File: config.mk
export PLATFORM = sky130hd
export DESIGN_NAME = switch_nport
export DESIGN_NICKNAME = d
export VERILOG_FILES = /design/src/rtl/switch_nport.sv
export SDC_FILE = /design/constraint.sdc
export NUM_CORES = 1
export LEC_CHECK = 0
export ABC_AREA = 1
export CAP_MARGIN = 20
export CORE_UTILIZATION = 45
export DETAILED_ROUTE_END_ITERATION = 7
export GPL_TIMING_DRIVEN = 1
export PLACE_DENSITY = 0.69
export SLEW_MARGIN = 10
export SYNTH_ARGS = -nofsm -noshare
export SYNTH_HDL_FRONTEND = slang
export SYNTH_SLANG_ARGS = --single-unit
File: constraint.sdc
create_clock -name clk -period 2.35 [get_ports clk]
set_input_delay 0.235 -clock clk [delete_from_list [all_inputs] [get_ports clk]]
set_output_delay 0.235 -clock clk [all_outputs]
set_load 0.01 [all_outputs]
File: src/rtl/switch_nport.sv
// N-port address switch: routes (addr, data) into one of NPORTS per-channel FIFOs
// chosen by the top address bits, with backpressure or drop-on-full input behaviour.
module switch_nport #(
  parameter int ADDR_W       = 8,
  parameter int DATA_W       = 16,
  parameter int NPORTS       = 4,
  parameter int DEPTH        = 4,
  parameter int DROP_ON_FULL = 0
) (
  input  logic                     clk,
  input  logic                     rstn,
  input  logic                     vld,
  output logic                     in_rdy,
  input  logic [ADDR_W-1:0]        addr,
  input  logic [DATA_W-1:0]        data,
  output logic [NPORTS-1:0]        out_vld,
  input  logic [NPORTS-1:0]        out_rdy,
  output logic [NPORTS*ADDR_W-1:0] out_addr,
  output logic [NPORTS*DATA_W-1:0] out_data,
  output logic [15:0]              drop_cnt
);

  localparam int  SEL_W   = $clog2(NPORTS);
  localparam int  IDX_W   = $clog2(DEPTH);
  localparam int  PTR_W   = IDX_W + 1;
  localparam int  ENTRY_W = ADDR_W + DATA_W;
  localparam bit  DROP    = (DROP_ON_FULL != 0);

  logic [SEL_W-1:0]  sel;
  logic [NPORTS-1:0] full;
  logic [NPORTS-1:0] empty;
  logic              wr_en;
  logic              drop;

  assign sel    = addr[ADDR_W-1 -: SEL_W];
  assign in_rdy = DROP ? 1'b1 : !full[sel];
  assign wr_en  = vld && !full[sel];
  assign drop   = DROP && vld && full[sel];

  // Saturating discard counter; only ever moves in drop-on-full mode.
  always_ff @(posedge clk or negedge rstn) begin
    if (!rstn) begin
      drop_cnt <= '0;
    end else if (drop && drop_cnt != 16'hFFFF) begin
      drop_cnt <= drop_cnt + 16'd1;
    end
  end

  for (genvar i = 0; i < NPORTS; i++) begin : g_ch
    logic [ENTRY_W-1:0] mem [DEPTH];
    logic [PTR_W-1:0]   wr_ptr;
    logic [PTR_W-1:0]   rd_ptr;
    logic               push;
    logic               pop;
    logic [ENTRY_W-1:0] head;

    assign push     = wr_en && (sel == SEL_W'(i));
    assign pop      = out_vld[i] && out_rdy[i];
    assign empty[i] = (wr_ptr == rd_ptr);
    // Full when the index bits match but the wrap bits differ.
    assign full[i]  = (wr_ptr == (rd_ptr ^ {1'b1, {(PTR_W-1){1'b0}}}));

    always_ff @(posedge clk or negedge rstn) begin
      if (!rstn) begin
        wr_ptr <= '0;
        rd_ptr <= '0;
        for (int k = 0; k < DEPTH; k++) begin
          mem[k] <= '0;
        end
      end else begin
        if (push) begin
          mem[wr_ptr[IDX_W-1:0]] <= {addr, data};
          wr_ptr                 <= wr_ptr + PTR_W'(1);
        end
        if (pop) begin
          rd_ptr <= rd_ptr + PTR_W'(1);
        end
      end
    end

    assign head                         = mem[rd_ptr[IDX_W-1:0]];
    assign out_vld[i]                   = !empty[i];
    assign out_addr[i*ADDR_W +: ADDR_W] = head[ENTRY_W-1 -: ADDR_W];
    assign out_data[i*DATA_W +: DATA_W] = head[DATA_W-1:0];
  end

endmodule

==> results of run 1 <==
==> cell families (layout without fill, tap and decap cells) <==
| kind of cell | Yosys count | count (layout) |
|---|---|---|
| DFF | 408 | 408 |
| buffers and inverters | 289 | 387 |
| other | 1 | 16 |
| xor gates and xnor gates | 11 | 11 |
| AOI/OAI and AO/OA | 300 | 300 |
| and+or+nand+nor | 1398 | 1398 |
| adders and majority gates | 20 | 20 |
==> area by class of cell <==
cell class                      count  area [sq um]
Fill cell                        3738         18800
Multi-Input combinational cell   1745          7970
Clock buffer                       73          1430
Sequential cell                   408         10200
Inverter                           68           265
Timing Repair Buffer              240          2560
Clock inverter                      6          55.1
Tap cell                          539           674
==> layout by cell type, fill, tap and decap left out, drive strengths merged <==
master	count
a21oi	22
buf	107
bufbuf	2
bufinv	1
clkbuf	79
clkdlybuf4s15	1
clkdlybuf4s50	29
clkinv	6
conb	16
dfrtp	408
dlygate4sd2	86
dlygate4sd3	1
dlymetal6s2s	8
ha	20
inv	67
nand2	983
nand3	10
nand4	191
nor2	209
nor3	1
o21ai	188
o22ai	90
or2	4
xor2	11
==> routing by layer <==
layer / vias up / GRT usage, % / share of wire (%)
li1: 8026 / - / -
met1: 8362 / 38.4 / 42
met2: 737 / 43.2 / 46
met3: 122 / 4.54 / 8.3
met4: 6 / 9.83 / 2.9
met5: - / 0 / 0.069
==> worst reg2reg max path, delay by kind of cell (launching register included) <==
family,cells,cell delay [ns]
simple gates,9,1.23
buf+inv,2,0.43
flops,1,0.42
==> metrics by stage <==
step / std cells / util [%]
after floorplan: 2442 / -
after global placement: 2990 / 50.9
after detailed placement: 2990 / 50.9
after CTS: 3074 / 54.9
after global routing: 3079 / 55.2
final: 3079 / 55.2
==> sequential cells by signal, summed over array words and instances, names as in the netlist <==
name,flops
g_ch.mem,384
g_ch.rd_ptr,12
g_ch.wr_ptr,12
==> where the power goes <==
part           switching (uW)  internal, uW
clock network            2840          4230
logic                    8600          5650
registers                1610          9820
==> repair_timing <==
item                       in CTS  in global routing
buffers inserted                1                  3
resized for setup             137                 37
hold endpoints to repair      171                  0
gates cloned                    3                  2
pin swaps                       6                  5
hold buffers                    1                  0
setup endpoints to repair      99                 20
==> path summary, 6_finish.rpt <==
kind | endpoint | slack, ns | depth (start not counted)
max in group asynchronous | g_ch[3].rd_ptr[1] | 1.38 | 3
min reg2reg | g_ch[3].mem[70] | 0.45 | 2
min | g_ch[1].mem[16] | 0.18 | 2
max reg2reg | g_ch[2].mem[73] | 0.22 | 11
min in group clk | g_ch[1].rd_ptr[2] | 0.36 | 3
max | out_data[59] | 0.07 | 5
==> impl_summary.md, run 1 <==
Clock tree
The maximum clock path buffer count is 3. The H-tree generated during clock tree synthesis spans 2 levels. For this design, the sink count on the clock tree is 408.

TritonCTS built the clock tree. The TritonCTS buffer count is 46. The cell at the root of the clock tree is sky130_fd_sc_hd__clkbuf_16. The clock reaches the later pin of the worst-skew pair after 0.57 ns.

Clock-pin slew was measured on the worst setup and hold paths at 0.06 ns.

Logic synthesis
After synthesis the cells add up to 19200 sq um. The number of distinct library cell variants in the gate-level netlist after synthesis is 23. Summing the areas of all compound-gate instances in the mapped netlist gives 8.42% of the synthesized area. The synthesized netlist devotes 30.2% of its cell area to simple gates.

The average size of a mapped cell is 7.90 sq um. The count of flip-flops with a built-in enable after synthesis is 0. Sorting the synthesized cells by area gives the leading types as sky130_fd_sc_hd__dfrtp_1, sky130_fd_sc_hd__nand2_1, sky130_fd_sc_hd__nand4_1, sky130_fd_sc_hd__o21ai_0, sky130_fd_sc_hd__nor2_1.

After synthesis, the most frequently instantiated cells are sky130_fd_sc_hd__nand2_1, sky130_fd_sc_hd__dfrtp_1, sky130_fd_sc_hd__nor2_1. The share of synthesized registers carrying an async set or reset is 100%. After synthesis, the share of cell area in mux cells is 0%. For this run, the number of Yosys warnings is 0. For this run, the leading register cell type out of synthesis is sky130_fd_sc_hd__dfrtp_1. After technology mapping, the gate count stands at 2427. The number of synthesized register bits is 408. The cell with the most instances after synthesis is sky130_fd_sc_hd__nand2_1.

After synthesis, flip-flops and latches occupy 53.3% of the total area. The synthesized-area fraction occupied by xor and xnor cells is 0.503%. Summed over its instances, the top area cell type makes up 53.3% of the synthesized netlist area. Of the total synthesized cell area, the portion taken by full adders, half adders and majority gates is 1.31%. By area, the combinational part of the netlist is dominated by simple AND/OR/NAND/NOR gates. The cell type with the largest total area after synthesis is sky130_fd_sc_hd__dfrtp_1.

Run status
The flow ran to the end, and the final reports show no timing, DRC or antenna violations.

Global route
The number of antenna violations at the first check in global routing is 4. The global-route wire length before repair is 93.9 mm. The pin count of the biggest net entering global routing is 97. Global routing consumed, over all layers together, 27.5% of the routing resources. The number of global-route vias before repair is 16782. The total overflow left after global routing is 0.

Critical path
The type of the worst setup path is reg -> out. The startpoint type of the worst setup path is a register. STA classifies the critical path endpoint as a primary output. The data arrival at the endpoint of the critical path is 2.04 ns.

The startpoint of the most critical setup path is g_ch[3].rd_ptr[0]. Along the worst path, the maximum fanout reaches 18. The delay contributed by the slowest stage of the critical path is 0.42 ns. The signal on the critical path passes through clkinv_4 -> bufbuf_16 -> o21ai_0 -> o22ai_2 -> dlygate4sd2_1.

The required time reported for the critical path endpoint is 2.12 ns. The slowest stage of the critical path belongs to the cell sky130_fd_sc_hd__dfrtp_2. The kind of cell with the highest combined delay along the critical path is buffers and inverters. The worst reg2reg path startpoint is g_ch[0].rd_ptr[0]. The total buffers and inverters traversed by the critical path is 3.

Timing
For the finished layout, the period the worst path requires is 2.28 ns. Setup violations remaining at the end of the flow were counted as 0. The worst hold margin is 0.177 ns. The share of the clock period used by the worst path is 97.0%.

The slew at the pin closest to its max-slew limit is 0.935 ns. The final number of max-transition violations was 0. Timing would allow up to 439 MHz. Setup total negative slack on the finished layout was measured at 0 ns.

The final hold violation count is 0. The remaining max-slew budget at the tightest pin is 37.5%. The least setup slack across all paths after layout is 0.0712 ns.

Between clock sinks in the finished design, the worst skew comes to 0.00992 ns.

Final layout
The post-route netlist has 9.25% of its cells at a drive strength greater than 1. At the end of the flow, the number of nets in the layout was 2560. The number of antenna repair diodes is 0. The signed area change from the synthesized netlist to the final layout is 20.9%. With fillers left out, the area of the finished cells amounts to 23200 sq um.

Min path
In this run the worst hold path is classified as in -> async.

Flow run
The tool flagged a number of max-cap violations equal to 0.

Place
Detailed placement finished with a half-perimeter wire length of 35.6 mm. The number of input and output port buffers inserted is 131. The area after detailed placement is 21400 sq um.

The final RePlAce weighted congestion is 0.852. At the placement stage, the worst setup path has a slack of 0.0305 ns.

Floorplanning
The die width is 208 um. The initial utilization of the core area, before any placement, comes to 45.7%. The vertical extent of the die is 208 um. The area of the die is 43400 sq um. The initialized floorplan defines 75 standard-cell rows. The core region is 41900 sq um.

During I/O placement, the number of pins put on the boundary was 148.

Power
IR analysis of the VDD net gives a maximum drop of 0.678 mV. For this design the ratio of total power to cell area is 1410 nW/um^2. The post-layout total power is 32800 uW. Summed over all cells, the static leakage comes to 0.0121 uW.

Route
The post-detailed-routing wire length is 59.2 mm. After detailed routing, the number of remaining DRC violations is 0. The final antenna-violating net count is 0. The starting DRC count in detailed routing is 1650.

The detailed-route via count is 17253. Dividing the detail-routed via count by the number of cells gives 5.60. The final routed wire length divided by cell count is 19.2 um. The length of the first detailed-routing pass in iterations is 6.
(Power assumes the default switching activity.)
==> inputs of run 2 (changes only) <==
--- a/config.mk
+++ b/config.mk
@@ -7,6 +7,7 @@
 export LEC_CHECK = 0
 export ABC_AREA = 1
 export CAP_MARGIN = 20
+export CORE_ASPECT_RATIO = 0.6
 export CORE_UTILIZATION = 45
 export DETAILED_ROUTE_END_ITERATION = 7
 export GPL_TIMING_DRIVEN = 1
==> run 2 against run 1 <==
Effect of this change:
- sequential share of layout area rose by 0.16 points
- hold slack worse by 0.014 ns
- first-iteration DRC count is 22% higher
- critical path type unchanged
- sequential cell count unchanged
- fmax fell by 1.4%
- setup slack lost 0.033 ns
==> impl_summary.md, run 2 (synthesis results as in run 1) <==
Critical path
The total buffers and inverters traversed by the critical path is 3 (unchanged). The delay contributed by the slowest stage of the critical path was 0.42 ns (about the same). The register-to-register path setup slack is 0.18 ns (-0.04 ns). The critical path capture point type is a primary output. The worst setup path is of the reg -> out kind. Traced cell by cell, the critical path runs through buf_4 -> buf_12 -> o21ai_0 -> o22ai_1 -> dlygate4sd2_1. The critical-path maximum fanout is 35 (+17). The required time reported for the critical path endpoint is 2.12 ns (about the same). The slowest stage of the critical path belongs to the cell sky130_fd_sc_hd__dfrtp_2. The family with the most delay on the worst path is buffers and inverters. The data arrival at the endpoint of the critical path is 2.08 ns (+0.04 ns). The startpoint type of the worst setup path is a register.

Place
The number of input and output port buffers inserted is 131 (unchanged). The count of placed standard cells including taps is 3034 (+1.5%). The sum of net half-perimeters after detailed placement is 37.6 mm (+5.6%). The final RePlAce weighted congestion is 0.856 (+0.41%). The area after detailed placement was 21500 sq um (+0.76%).

Global route
The number of global-route vias before repair was 16544 (-1.4%). The number of antenna violations at the first check in global routing was 1 (-3). The global-route wire length before repair is 95.3 mm (+1.5%). The total global routing overflow is 0 (unchanged). The total routing usage reported by global routing is 28.1% (+0.60 points).

The pin count of the biggest net entering global routing is 100 (+3.1%).

Final layout
The final core area utilization is 55.1% (-0.18 points). The share of layout cells above drive strength 1 came to 8.98% (-0.28 points). The post-layout instance count excluding filler cells was 3110 (+1.0%). The number of antenna repair diodes is 0 (unchanged). Leaving out fill and tap cells, the most frequent cells in the layout are sky130_fd_sc_hd__nand2_1, sky130_fd_sc_hd__dfrtp_1, sky130_fd_sc_hd__nor2_1.

The top register by number of flip-flops is g_ch.mem. The signed area change from the synthesized netlist to the final layout is 20.5%. The largest registers in the layout are g_ch.mem: 384 flops, g_ch.rd_ptr: 12 flops, g_ch.wr_ptr: 12 flops. The net count reported at finish is 2565 (+0.20%). The flip-flop count of the largest register, all copies and words added was 384 (unchanged). The library cell used most frequently in the layout, excluding fill and tap cells, is sky130_fd_sc_hd__nand2_1. The cell area after layout was 23100 sq um (-0.32%).

Floorplanning
The number of cell rows came to 58 (-23%). The area of the die is 43400 sq um (about the same). The I/O pin total is 148 (unchanged). The area of the core is 41900 sq um (about the same). The die width came to 268 um (+29%).

The effective utilization at floorplan is 45.7% (about the same). The vertical extent of the die came to 162 um (-22%).

Power
The power density normalized to cell area came to 1390 nW/um^2 (-1.5%). The maximum ir drop on the vdd rail is 0.584 mV (-14%). The fraction of power consumed by combinational cells is 44.2% (+0.7 points). The internal power component is 19200 uW (-2.7%). The share of total power in the clock network was 20.2% (-1.4 points).

The post-layout total power was 32100 uW (-1.9%). The net switching power figure is 13000 uW (-0.52%). The switching share of power is 40.4% (+0.54 points). The leakage power summed over all cells came to 0.0121 uW (-0.13%). The sequential cell fraction of total power is 35.7% (+0.8 points).

Timing
The post-route minimum period was 2.31 ns (+0.0332 ns). The total of endpoints with negative setup slack in the final report is 0 (unchanged). The worst hold margin is 0.163 ns (-0.0143 ns). The highest achievable clock rate is 433 MHz (-1.4%). The share of the clock period used by the worst path is 98.4% (+1.4 points). The slew at the pin closest to its max-slew limit is 0.971 ns (+0.0368 ns).

The setup skew after layout is 0.0377 ns (+0.0278 ns). Setup repair after global routing left no endpoint under its margin. The final hold violation count is 0 (unchanged).

The remaining max-slew budget at the tightest pin is 35.0% (-2.5 points). The final number of max-transition violations is 0 (unchanged).

Route
The final routed wire length divided by cell count is 19.4 um (+0.94%). The per-cell via count in the routed design was 5.62 (+0.36%). The detailed-route via count came to 17490 (+1.4%). The post-detailed-routing wire length is 60.4 mm (+2.0%). The met3 wire length is 5.71 mm (+16%).

The DRC violations left is 0 (unchanged). Routed signal wires occupy layers up through met4. The starting DRC count in detailed routing is 2019 (+22%). The wire length on met2 is 26.7 mm (-2.8%). The length of the first detailed-routing pass in iterations was 8 (+2). The final antenna-violating net count is 0 (unchanged). The met1 layer wirelength in the final routing came to 26.8 mm (+6.7%).

Clock tree
The insertion delay of the later-clocked pin in the worst-skew pair is 0.56 ns (about the same). The maximum clock path buffer count is 3 (unchanged). CTS placed an instance of sky130_fd_sc_hd__clkbuf_16 at the clock tree root.

The total number of H-tree levels was 2 (unchanged). The TritonCTS buffer count came to 41 (-11%). The number of sinks on the clock net is 408 (unchanged).

The clock-pin transition on the worst setup and hold timing paths is 0.06 ns (about the same). TritonCTS built the clock tree.

Flow run
The count of maximum capacitance violations is 0 (unchanged).

Run status
The flow ran to the end, and the final reports show no timing, DRC or antenna violations.

Min path
In this run the worst hold path is classified as in -> async.
## run 2: changes by cell type in the layout (fill, tap and decap cells not counted), sizes merged
cell	before	now
dlygate4sd2	86	82
clkinv	6	8
clkbuf	79	59
clkinvlp	0	1
bufinv	1	2
clkdlybuf4s50	29	32
dlymetal6s2s	8	14
buf	107	117
inv	67	68
## run 2: cell type report
class | instances | area [sq um]
Tap cell | 570 | 713
Clock inverter | 11 | 123
Inverter | 68 | 263
Sequential cell | 408 | 10200
Clock buffer | 58 | 1170
Timing Repair Buffer | 250 | 2680
Fill cell | 3810 | 18900
Multi-Input combinational cell | 1745 | 7920
## run 2: what timing repair did
item	CTS	global route
gates cloned	2	0
pin swaps	3	0
endpoints found under the setup margin	94	21
gates resized for setup	138	26
hold endpoints to repair	119	0
hold buffers	1	0
buffers inserted	3	1
## run 2: per-layer routing
layer	up-vias	GRT usage, %
li1	8016	-
met1	8526	41.8
met2	856	42.1
met3	92	5.08
met4	0	7.36
met5	-	0
## run 2: stage by stage
step,TNS [ns],setup slack [ns]
after global routing,0,0.00308
final,0,0.0380
after floorplan,0,0.665
after detailed placement,0,0.133
after global placement,0,0.0964
after CTS,-0.104,-0.104
## run 2: final timing paths
check	depth (start not counted)	end	start
hold / removal	2	g_ch[1].mem[71]	rstn
min in group clk	3	g_ch[1].rd_ptr[2]	out_rdy[1]
hold reg to reg	2	g_ch[3].mem[71]	g_ch[3].mem[71]
setup / recovery	5	out_data[8]	g_ch[0].rd_ptr[0]
max in group asynchronous	3	g_ch[2].mem[82]	rstn
setup reg to reg	11	g_ch[2].mem[32]	g_ch[2].rd_ptr[0]
## run 2: power by group through the flow
stage / Sequential (uW) / Clock, uW / Combinational, uW
finish: 11500 / 6480 / 14200
global route: 11800 / 6880 / 15600
CTS: 11400 / 6580 / 14100
detailed placement: 11400 / 0 / 14300
global placement: 11300 / 0 / 14000
floorplan: 11000 / 0 / 7980
